**src/rtl/errc_pkg.sv**
```systemverilog
// Shared types, width helpers and constants for the error-compensation combiner.
package errc_pkg;

    typedef enum logic {
        ERRC_OR  = 1'b0,
        ERRC_ADD = 1'b1
    } errc_mode_e;

    localparam int ERRC_STAT_W = 32;

    // Width of an OR-reduced result: truncated term width plus the largest alignment shift.
    function automatic int errc_ow(input int ew, input int nt, input int trunc);
        return ew - trunc + nt - 1;
    endfunction

    // Extra clog2(nt) bits guarantee the exact sum of all terms always fits.
    function automatic int errc_owa(input int ew, input int nt, input int trunc);
        return errc_ow(ew, nt, trunc) + $clog2(nt);
    endfunction

    // Number of live nodes at tree level lvl (level 0 holds the nt aligned terms).
    function automatic int errc_nodes(input int nt, input int lvl);
        return (nt + (1 << lvl) - 1) >> lvl;
    endfunction

endpackage

```
**src/rtl/errc_node.sv**
```systemverilog
// One registered reduction-tree node: OR or ADD of two children, or a plain
// register for the odd leftover node when PASS is set.
module errc_node
    import errc_pkg::*;
#(
    parameter int W    = 16,
    parameter bit PASS = 1'b0
) (
    input  logic         clk,
    input  logic         rst,
    input  logic         en_i,
    input  logic         valid_i,
    input  errc_mode_e   mode_i,
    input  logic [W-1:0] a_i,
    input  logic [W-1:0] b_i,
    output logic [W-1:0] y_o
);

    logic [W-1:0] y_d;
    logic [W-1:0] y_q;

    always_comb begin
        y_d = a_i | b_i;
        if (PASS) begin
            y_d = a_i;
        end else if (mode_i == ERRC_ADD) begin
            y_d = a_i + b_i;
        end
    end

    // Data only moves with a valid token, so bubbles leave the register untouched.
    always_ff @(posedge clk or posedge rst) begin
        if (rst) begin
            y_q <= '0;
        end else if (en_i && valid_i) begin
            y_q <= y_d;
        end
    end

    assign y_o = y_q;

endmodule

```
**src/rtl/error_comp_pipe.sv**
```systemverilog
// Pipelined error-compensation combiner: align/truncate stage followed by a registered
// OR/ADD binary tree. Define ERRC_STATS_EN to add transfer/non-zero result counters.
module error_comp_pipe
    import errc_pkg::*;
#(
    parameter  int EW    = 9,
    parameter  int NT    = 7,
    parameter  int TRUNC = 2,
    localparam int OW    = errc_ow(EW, NT, TRUNC),
    localparam int OWA   = errc_owa(EW, NT, TRUNC)
) (
    input  logic              clk,
    input  logic              rst,
    input  logic              in_valid,
    output logic              in_ready,
    input  logic              in_mode,
    input  logic [NT*EW-1:0]  in_terms,
    output logic              out_valid,
    input  logic              out_ready,
    output logic              out_mode,
    output logic [OWA-1:0]    out_data
`ifdef ERRC_STATS_EN
    ,
    input  logic                   stat_clr,
    output logic [ERRC_STAT_W-1:0] stat_cnt,
    output logic [ERRC_STAT_W-1:0] stat_nz
`endif
);

    localparam int D = $clog2(NT);

    // Valid/ready contract: a token moves into stage 0 when in_valid & in_ready and
    // leaves the last stage when out_valid & out_ready. A blocked output freezes
    // every stage at once, so in_ready is simply the inverse of that stall.
    logic stall;
    logic en;

    assign stall    = out_valid & ~out_ready;
    assign en       = ~stall;
    assign in_ready = en;

    logic [OWA-1:0] align_d [NT];
    logic [OWA-1:0] align_q [NT];

    always_comb begin
        for (int i = 0; i < NT; i++) begin
            align_d[i] = OWA'(in_terms[i*EW +: EW] >> TRUNC) << i;
        end
    end

    always_ff @(posedge clk or posedge rst) begin
        if (rst) begin
            for (int i = 0; i < NT; i++) begin
                align_q[i] <= '0;
            end
        end else if (en && in_valid) begin
            for (int i = 0; i < NT; i++) begin
                align_q[i] <= align_d[i];
            end
        end
    end

    // One valid and one mode bit per level; the mode rides along with its token.
    logic [D:0] vld_d;
    logic [D:0] vld_q;
    logic [D:0] mode_d;
    logic [D:0] mode_q;

    always_comb begin
        vld_d  = {vld_q[D-1:0], in_valid};
        mode_d = {mode_q[D-1:0], (in_valid ? in_mode : mode_q[0])};
    end

    always_ff @(posedge clk or posedge rst) begin
        if (rst) begin
            vld_q  <= '0;
            mode_q <= '0;
        end else if (en) begin
            vld_q  <= vld_d;
            mode_q <= mode_d;
        end
    end

    logic [OWA-1:0] lvl [0:D][0:NT-1];

    genvar gi, gl, gj;
    generate
        for (gi = 0; gi < NT; gi++) begin : g_lvl0
            assign lvl[0][gi] = align_q[gi];
        end

        for (gl = 1; gl <= D; gl++) begin : g_level
            for (gj = 0; gj < NT; gj++) begin : g_node
                if (gj < errc_nodes(NT, gl)) begin : g_live
                    if (2*gj + 1 < errc_nodes(NT, gl - 1)) begin : g_pair
                        errc_node #(
                            .W    (OWA),
                            .PASS (1'b0)
                        ) u_node (
                            .clk     (clk),
                            .rst     (rst),
                            .en_i    (en),
                            .valid_i (vld_q[gl-1]),
                            .mode_i  (errc_mode_e'(mode_q[gl-1])),
                            .a_i     (lvl[gl-1][2*gj]),
                            .b_i     (lvl[gl-1][2*gj+1]),
                            .y_o     (lvl[gl][gj])
                        );
                    end else begin : g_pass
                        errc_node #(
                            .W    (OWA),
                            .PASS (1'b1)
                        ) u_node (
                            .clk     (clk),
                            .rst     (rst),
                            .en_i    (en),
                            .valid_i (vld_q[gl-1]),
                            .mode_i  (errc_mode_e'(mode_q[gl-1])),
                            .a_i     (lvl[gl-1][2*gj]),
                            .b_i     ({OWA{1'b0}}),
                            .y_o     (lvl[gl][gj])
                        );
                    end
                end else begin : g_dead
                    assign lvl[gl][gj] = '0;
                end
            end
        end
    endgenerate

    assign out_valid = vld_q[D];
    assign out_mode  = mode_q[D];
    assign out_data  = lvl[D][0];

`ifdef ERRC_STATS_EN
    logic                   xfer;
    logic [ERRC_STAT_W-1:0] stat_cnt_q;
    logic [ERRC_STAT_W-1:0] stat_nz_q;

    assign xfer = out_valid & out_ready;

    // Clear takes priority over a same-cycle increment; both counters saturate.
    always_ff @(posedge clk or posedge rst) begin
        if (rst) begin
            stat_cnt_q <= '0;
            stat_nz_q  <= '0;
        end else if (stat_clr) begin
            stat_cnt_q <= '0;
            stat_nz_q  <= '0;
        end else if (xfer) begin
            if (stat_cnt_q != '1) begin
                stat_cnt_q <= stat_cnt_q + 1'b1;
            end
            if ((out_data != '0) && (stat_nz_q != '1)) begin
                stat_nz_q <= stat_nz_q + 1'b1;
            end
        end
    end

    assign stat_cnt = stat_cnt_q;
    assign stat_nz  = stat_nz_q;
`endif

endmodule
```
**config.mk**
```make
export PLATFORM = sky130hd
export DESIGN_NAME = error_comp_pipe
export DESIGN_NICKNAME = d
export VERILOG_FILES = /design/src/rtl/errc_pkg.sv /design/src/rtl/errc_node.sv /design/src/rtl/error_comp_pipe.sv
export SDC_FILE = /design/constraint.sdc
export NUM_CORES = 1
export LEC_CHECK = 0
export ABC_AREA = 1
export CORE_UTILIZATION = 30
export DETAILED_ROUTE_END_ITERATION = 7
export GPL_TIMING_DRIVEN = 0
export PLACE_DENSITY = 0.55
export SYNTH_ARGS = -nofsm -noshare
export SYNTH_HDL_FRONTEND = slang
export SYNTH_SLANG_ARGS = --single-unit
export TNS_END_PERCENT = 5
```
**constraint.sdc**
```tcl
create_clock -name clk -period 12.11 [get_ports clk]
set_input_delay 2.422 -clock clk [delete_from_list [all_inputs] [get_ports clk]]
set_output_delay 2.422 -clock clk [all_outputs]
set_load 0.1 [all_outputs]
```
Word-level counts from Yosys, hierarchy flattened
Cells that the tools add are included.
{"block": "word_totals", "out_inout_bits": 19, "in_bits": 68, "register_bits": 160, "elab_cells": 43}
{"block": "classes", "n_bitwise": 9, "n_mux": 6, "reduce_logical": 5, "addsub": 6}
{"op": "16-bit two-way mux", "n": 6}
{"op": "16-bit adder", "n": 2}
{"op": "16-bit OR", "n": 2}
{"op": "16-bit by 13-bit adder with 16-bit output", "n": 1}
{"op": "16-bit by 13-bit OR with 16-bit output", "n": 1}
{"op": "11-bit by 12-bit adder with 13-bit output", "n": 1}
{"op": "11-bit by 12-bit OR with 12-bit output", "n": 1}
{"op": "9-bit by 10-bit adder with 11-bit output", "n": 1}
{"op": "9-bit by 10-bit OR with 10-bit output", "n": 1}
{"op": "7-bit by 8-bit adder with 9-bit output", "n": 1}
{"op": "7-bit by 8-bit OR with 8-bit output", "n": 1}
{"op": "1-bit logical AND", "n": 4}
{"op": "1-bit NOT", "n": 2}
{"op": "2-bit AND reduction", "n": 1}
{"op": "1-bit AND", "n": 1}

Depth between registers and ports, before layout
Gate-level depths: netlist of the first run.
{"block": "depth", "depth_word": 4, "mapped_depth": 12, "ltp_nobuf": 12}

Modules after synthesis
Synthesis of the first run repeated with hierarchy kept, for this count alone.
{"block": "unflattened", "cells_unflattened": 2247, "area_unflattened_um2": 15020.7}
{"mod": "errc_node at g_level[2].g_node[0].g_live.g_pair.u_node ...", "n_inst": 3, "cells_each": 322, "area_per_inst_um2": 2004.4, "seq_area_each_um2": 400.4}
{"mod": "errc_node at g_level[1].g_node[1].g_live.g_pair.u_node ...", "n_inst": 2, "cells_each": 321, "area_per_inst_um2": 1998.2, "seq_area_each_um2": 400.4}
{"mod": "error_comp_pipe", "n_inst": 1, "cells_each": 247, "area_per_inst_um2": 2262.2, "seq_area_each_um2": 1426.4}
{"mod": "errc_node at g_level[1].g_node[0].g_live.g_pair.u_node", "n_inst": 1, "cells_each": 321, "area_per_inst_um2": 2058.2, "seq_area_each_um2": 400.4}
{"mod": "errc_node at g_level[1].g_node[3].g_live.g_pass.u_node", "n_inst": 1, "cells_each": 71, "area_per_inst_um2": 690.7, "seq_area_each_um2": 400.4}

Least setup slack after synthesis of the first run
OpenSTA, ideal clock, no wires.
{"block": "synth_timing", "path_type": "input-to-output", "from": "in out_ready", "to": "out in_ready", "slack_ns": 6.895, "path_stages": 2, "arrival_ns": 2.793, "required_time_ns": 9.688, "n_path_buf": 0, "path_cell_list": "nor2_4 inv_4"}
{"block": "synth_via", "elab_chain_cells": 3}
{"element": "start: declaration", "line_no": "error_comp_pipe.sv:19", "source": "input logic out_ready,"}
{"element": "1-bit NOT", "line_no": "error_comp_pipe.sv:38", "source": "assign stall = out_valid & ~out_ready;"}
{"element": "1-bit AND", "line_no": "error_comp_pipe.sv:38"}
{"element": "1-bit NOT (no source line)"}
{"element": "end: declaration", "line_no": "error_comp_pipe.sv:15", "source": "output logic in_ready,"}
Every way passes these cells.

Worst setup path after layout of the first run
Same ends and word-level chain as after synthesis.

==> results.md, run 1 <==
* **status** finished, final reports clean
* **core region area** 26000 µm²
* **diode insertion count for antenna repair** 0
* **register bit total from synthesis** 128
* **initial antenna violation count** 0
* **total congestion overflow** 0
* **leakage power** 4.90 nW
* **final weighted congestion in routability-driven placement** 0.847
* **Worst Tran Pin Value** 0.992 ns
* **Highest Clock Rate** 0.148 GHz
* **Setup TNS Final** 0 ns
* **Clock Latency Late Sink** 0.43 ns
* **mean routed wirelength per cell** 13.3 µm
* **maximum number of buffers from clock root to sink** 2
* **count of maximum capacitance violations** 0
* **IO buf count** 71
* **first-pass GRT wire length** 31500 µm
* **share of final-layout standard cells stronger than drive strength 1** 11.4%
* **post-route minimum period** 6.75 ns
* **post-detailed-routing wire length** 18600 µm
* **Power Density** 283 nW/µm²
* **number of setup violations in the final report** 0
* **Reg-to-Reg Start** g_level[2].g_node[1].g_live.g_pair.u_node.y_o[4]
* **number of instances in the synthesized netlist** 962
* **worst min-delay path category** flop to flop
* **I/O Pins** 87
* **global-route usage over all layers** 14.9%
* **worst relative slew slack** 33.7%
* **most frequent cells in the layout** sky130_fd_sc_hd__nand2_1 (192), sky130_fd_sc_hd__inv_1 (148), sky130_fd_sc_hd__dfrtp_1 (128)
* **Final Hold Viols** 0
* **vias in the first global route** 6153
* **RSZ-0062 raised after global routing** false
* **buffer count from post-CTS setup fixing** 0
* **endpoint kind of the worst setup timing path** primary output
* **detail-routed via count per cell** 4.42
* **Remaining DRCs** 0
* **Cells on Worst Hold Path** 2
* **number of buffers added by the clock tree synthesis step** 17
* **hold_sp** align_q[96]
* **final worst slack** 5.36 ns
* **total of hold buffers inserted after clock tree synthesis** 0
* **HPWL reported at the end of detailed placement** 14500 µm
* **Yosys Warn Count** 0
* **TritonCTS clock tree** yes
* **number of sinks driven by the clock tree** 128
* **logic depth of the worst register-to-register path** 11
* **# rows** 59
* **clock-pin slew reported for the worst setup and hold paths after clock tree synthesis** 0.06 ns
* **flop-to-flop setup slack** 10.15 ns
* **final period utilization** 55.8%
* **area of the mapped netlist** 7940 µm²
* **final net count** 1207
* **sequential-to-total area share from yosys stat** 40.3%
* **H-Tree Level Count** 4
* **end of the worst hold path** g_level[1].g_node[0].g_live.g_pair.u_node.y_o[0]
* **cells taking the most area after synthesis** sky130_fd_sc_hd__dfrtp_1 (40%), sky130_fd_sc_hd__ha_1 (13%), sky130_fd_sc_hd__nand2_1 (9.1%), sky130_fd_sc_hd__inv_1 (7.0%), sky130_fd_sc_hd__nor2_1 (4.8%)
* **Max FO, Critical Path** 9
* **proportion of netlist area held by the largest area contributor** 40.3%
* **Root Buffer** sky130_fd_sc_hd__clkbuf_16
* **crit path launch type** primary input
* **die footprint** 27100 µm²
* **number of cells upsized or downsized after cts** 0
* **worst IR drop on VDD** 0.172 mV
* **most common cell after layout, fill and taps aside** sky130_fd_sc_hd__nand2_1
* **critical path arrival** 4.33 ns
* **nets in the synthesized netlist** 1116
* **x dimension of the die** 165 µm
* **largest net degree at the start of global routing** 72
* **power consumption** 2.76 mW
* **detailed-router iteration count before antenna repair** 5
* **DRC marker count from the first detailed-route iteration** 298
* **starting density of the core** 30.6%
* **worst setup timing slack at the placement stage** 5.33 ns
* **Worst EP required** 9.69 ns
* **Post-Syn Area per Cell** 8.25 µm²
* **start-to-end type of the worst setup path** primary input to primary output
* **final number of max-transition violations** 0
* **via total after detailed routing** 6188
* **P&R area growth vs syn** 22.9%
* **final worst clock skew** 0.0120 ns
* **antenna viol nets, final** 0
* **number of distinct library cell variants in the gate-level netlist after synthesis** 38
* **overall die height** 165 µm
* **CP Launch Point** out_ready
* **dominant cell type by area after synthesis** sky130_fd_sc_hd__dfrtp_1
-- cells in the mapped netlist --
library cell and count:
sky130_fd_sc_hd__fa_1 6, sky130_fd_sc_hd__o211ai_1 4, sky130_fd_sc_hd__ha_1 80, sky130_fd_sc_hd__inv_2 3, sky130_fd_sc_hd__nor2_4 1, sky130_fd_sc_hd__xnor2_1 5
sky130_fd_sc_hd__a21oi_1 48, sky130_fd_sc_hd__nand3b_1 9, sky130_fd_sc_hd__nand4_1 12, sky130_fd_sc_hd__o21ai_0 44, sky130_fd_sc_hd__nand3_1 59, sky130_fd_sc_hd__nor2_2 1
sky130_fd_sc_hd__mux2_2 9, sky130_fd_sc_hd__or2_0 1, sky130_fd_sc_hd__buf_12 3, sky130_fd_sc_hd__buf_4 5, sky130_fd_sc_hd__dfrtp_1 128, sky130_fd_sc_hd__clkbuf_1 4
sky130_fd_sc_hd__o21ai_1 19, sky130_fd_sc_hd__a21oi_2 38, sky130_fd_sc_hd__o22ai_1 1, sky130_fd_sc_hd__nand2_4 2, sky130_fd_sc_hd__nand2_2 1, sky130_fd_sc_hd__nor2_1 101
sky130_fd_sc_hd__buf_6 7, sky130_fd_sc_hd__nor3_1 1, sky130_fd_sc_hd__conb_1 1, sky130_fd_sc_hd__buf_2 12, sky130_fd_sc_hd__xor2_1 4, sky130_fd_sc_hd__inv_1 149
sky130_fd_sc_hd__buf_8 1, sky130_fd_sc_hd__o21ai_2 1, sky130_fd_sc_hd__nand2_1 192, sky130_fd_sc_hd__buf_1 1, sky130_fd_sc_hd__a21boi_0 1, sky130_fd_sc_hd__inv_4 1
sky130_fd_sc_hd__a22oi_1 4, sky130_fd_sc_hd__or2_2 3
-- state kept, by name (all words and copies together), names as in the netlist --
| signal | flops |
|---|---|
| g_level.g_node.g_live.g_pair.u_node.y_o | 64 |
| vld_q | 4 |
| align_q | 49 |
| g_level.g_node.g_live.g_pass.u_node.y_o | 7 |
| mode_q | 4 |
-- critical path: stages --
cell and delay, ns:
sky130_fd_sc_hd__clkdlybuf4s50_1 0.44, sky130_fd_sc_hd__nor2_4 0.33, sky130_fd_sc_hd__inv_4 0.14, sky130_fd_sc_hd__clkdlybuf4s50_1 1.00
-- worst max path at each step --
stage / end / depth (start not counted)
global route: in_ready / 4
detailed placement: in_ready / 4
global placement: align_q[101] / 2
CTS: in_ready / 4
floorplan: align_q[100] / 1
finish: in_ready / 4
-- final cells by class --
type                    count  area, µm²
clock buffers              21        480
plain buffers              33        270
fillers                  2645      16200
inverters                 153        582
clock inverters            11        174
repair buffers             72        738
multi-input cells         648       3890
flip-flops and latches    128       3200
well taps                 335        419
-- per-stage QoR --
stage                     instance area (µm²)  std cells  util, %  hold WS, ns
after global routing                     9760       1401     37.5        0.504
after global placement                   9070       1368     34.9        0.456
after CTS                                9760       1401     37.5        0.471
after floorplan                          7940        962        -        0.436
final                                    9760       1401     37.5        0.469
after detailed placement                 9100       1369     35.0        0.456
-- power by group --
| part | internal (mW) | total [mW] | switching, mW |
|---|---|---|---|
| Sequential | 0.600 | 0.702 | 0.102 |
| Combinational | 0.518 | 1.48 | 0.965 |
| Clock | 0.369 | 0.573 | 0.204 |
| Total | 1.49 | 2.76 | 1.27 |
-- cells by family (layout without fill, tap and decap cells) --
family                   count (synthesis)  count (layout)  share of synthesized area (%)
XOR/XNOR                                 9               9                          0.993
other                                    1               1                         0.0472
AND/OR/NAND/NOR                        383             383                           20.3
multiplexers                             9               9                           1.28
adder cells (fa/ha/maj)                 86              86                           14.1
AO/OA/AOI/OAI                          160             160                           12.2
buffers and inverters                  186             290                           10.7
flip-flops                             128             128                           40.3
-- metal layers --
layer	GRT usage, %	part of all wire [%]
met4	4.42	1.3
met5	0	0
met2	24.0	46
met3	2.24	2.9
met1	20.7	50
No activity file was read; power rests on OpenSTA's default activity.
==> run 2, diff against run 1 <==
clock period = 6.34 ns   (was 12.11 ns; I/O delays follow)
==> results of run 2 <==
Same layout as run 1 (identical final DEF). Status: finished, final reports clean.
Among the figures that moved: setup slack after placement 5.33 ns -> 1.87 ns; setup slack after layout 5.36 ns -> 1.90 ns; register-to-register setup slack 10.15 ns -> 4.38 ns; total power 2.76 mW -> 5.27 mW; worst IR drop on VDD 0.172 mV -> 0.328 mV
==> run 3, diff against run 2 <==
clock period = 4.4 ns   (was 6.34 ns; I/O delays follow)
==> results of run 3 <==
Same layout as run 1 (identical final DEF). Status: finished, final reports clean.
Among the figures that moved: setup slack after placement 5.33 ns -> 0.706 ns; setup slack after layout 5.36 ns -> 0.733 ns; register-to-register setup slack 10.15 ns -> 2.44 ns; total power 2.76 mW -> 7.59 mW; worst IR drop on VDD 0.172 mV -> 0.473 mV
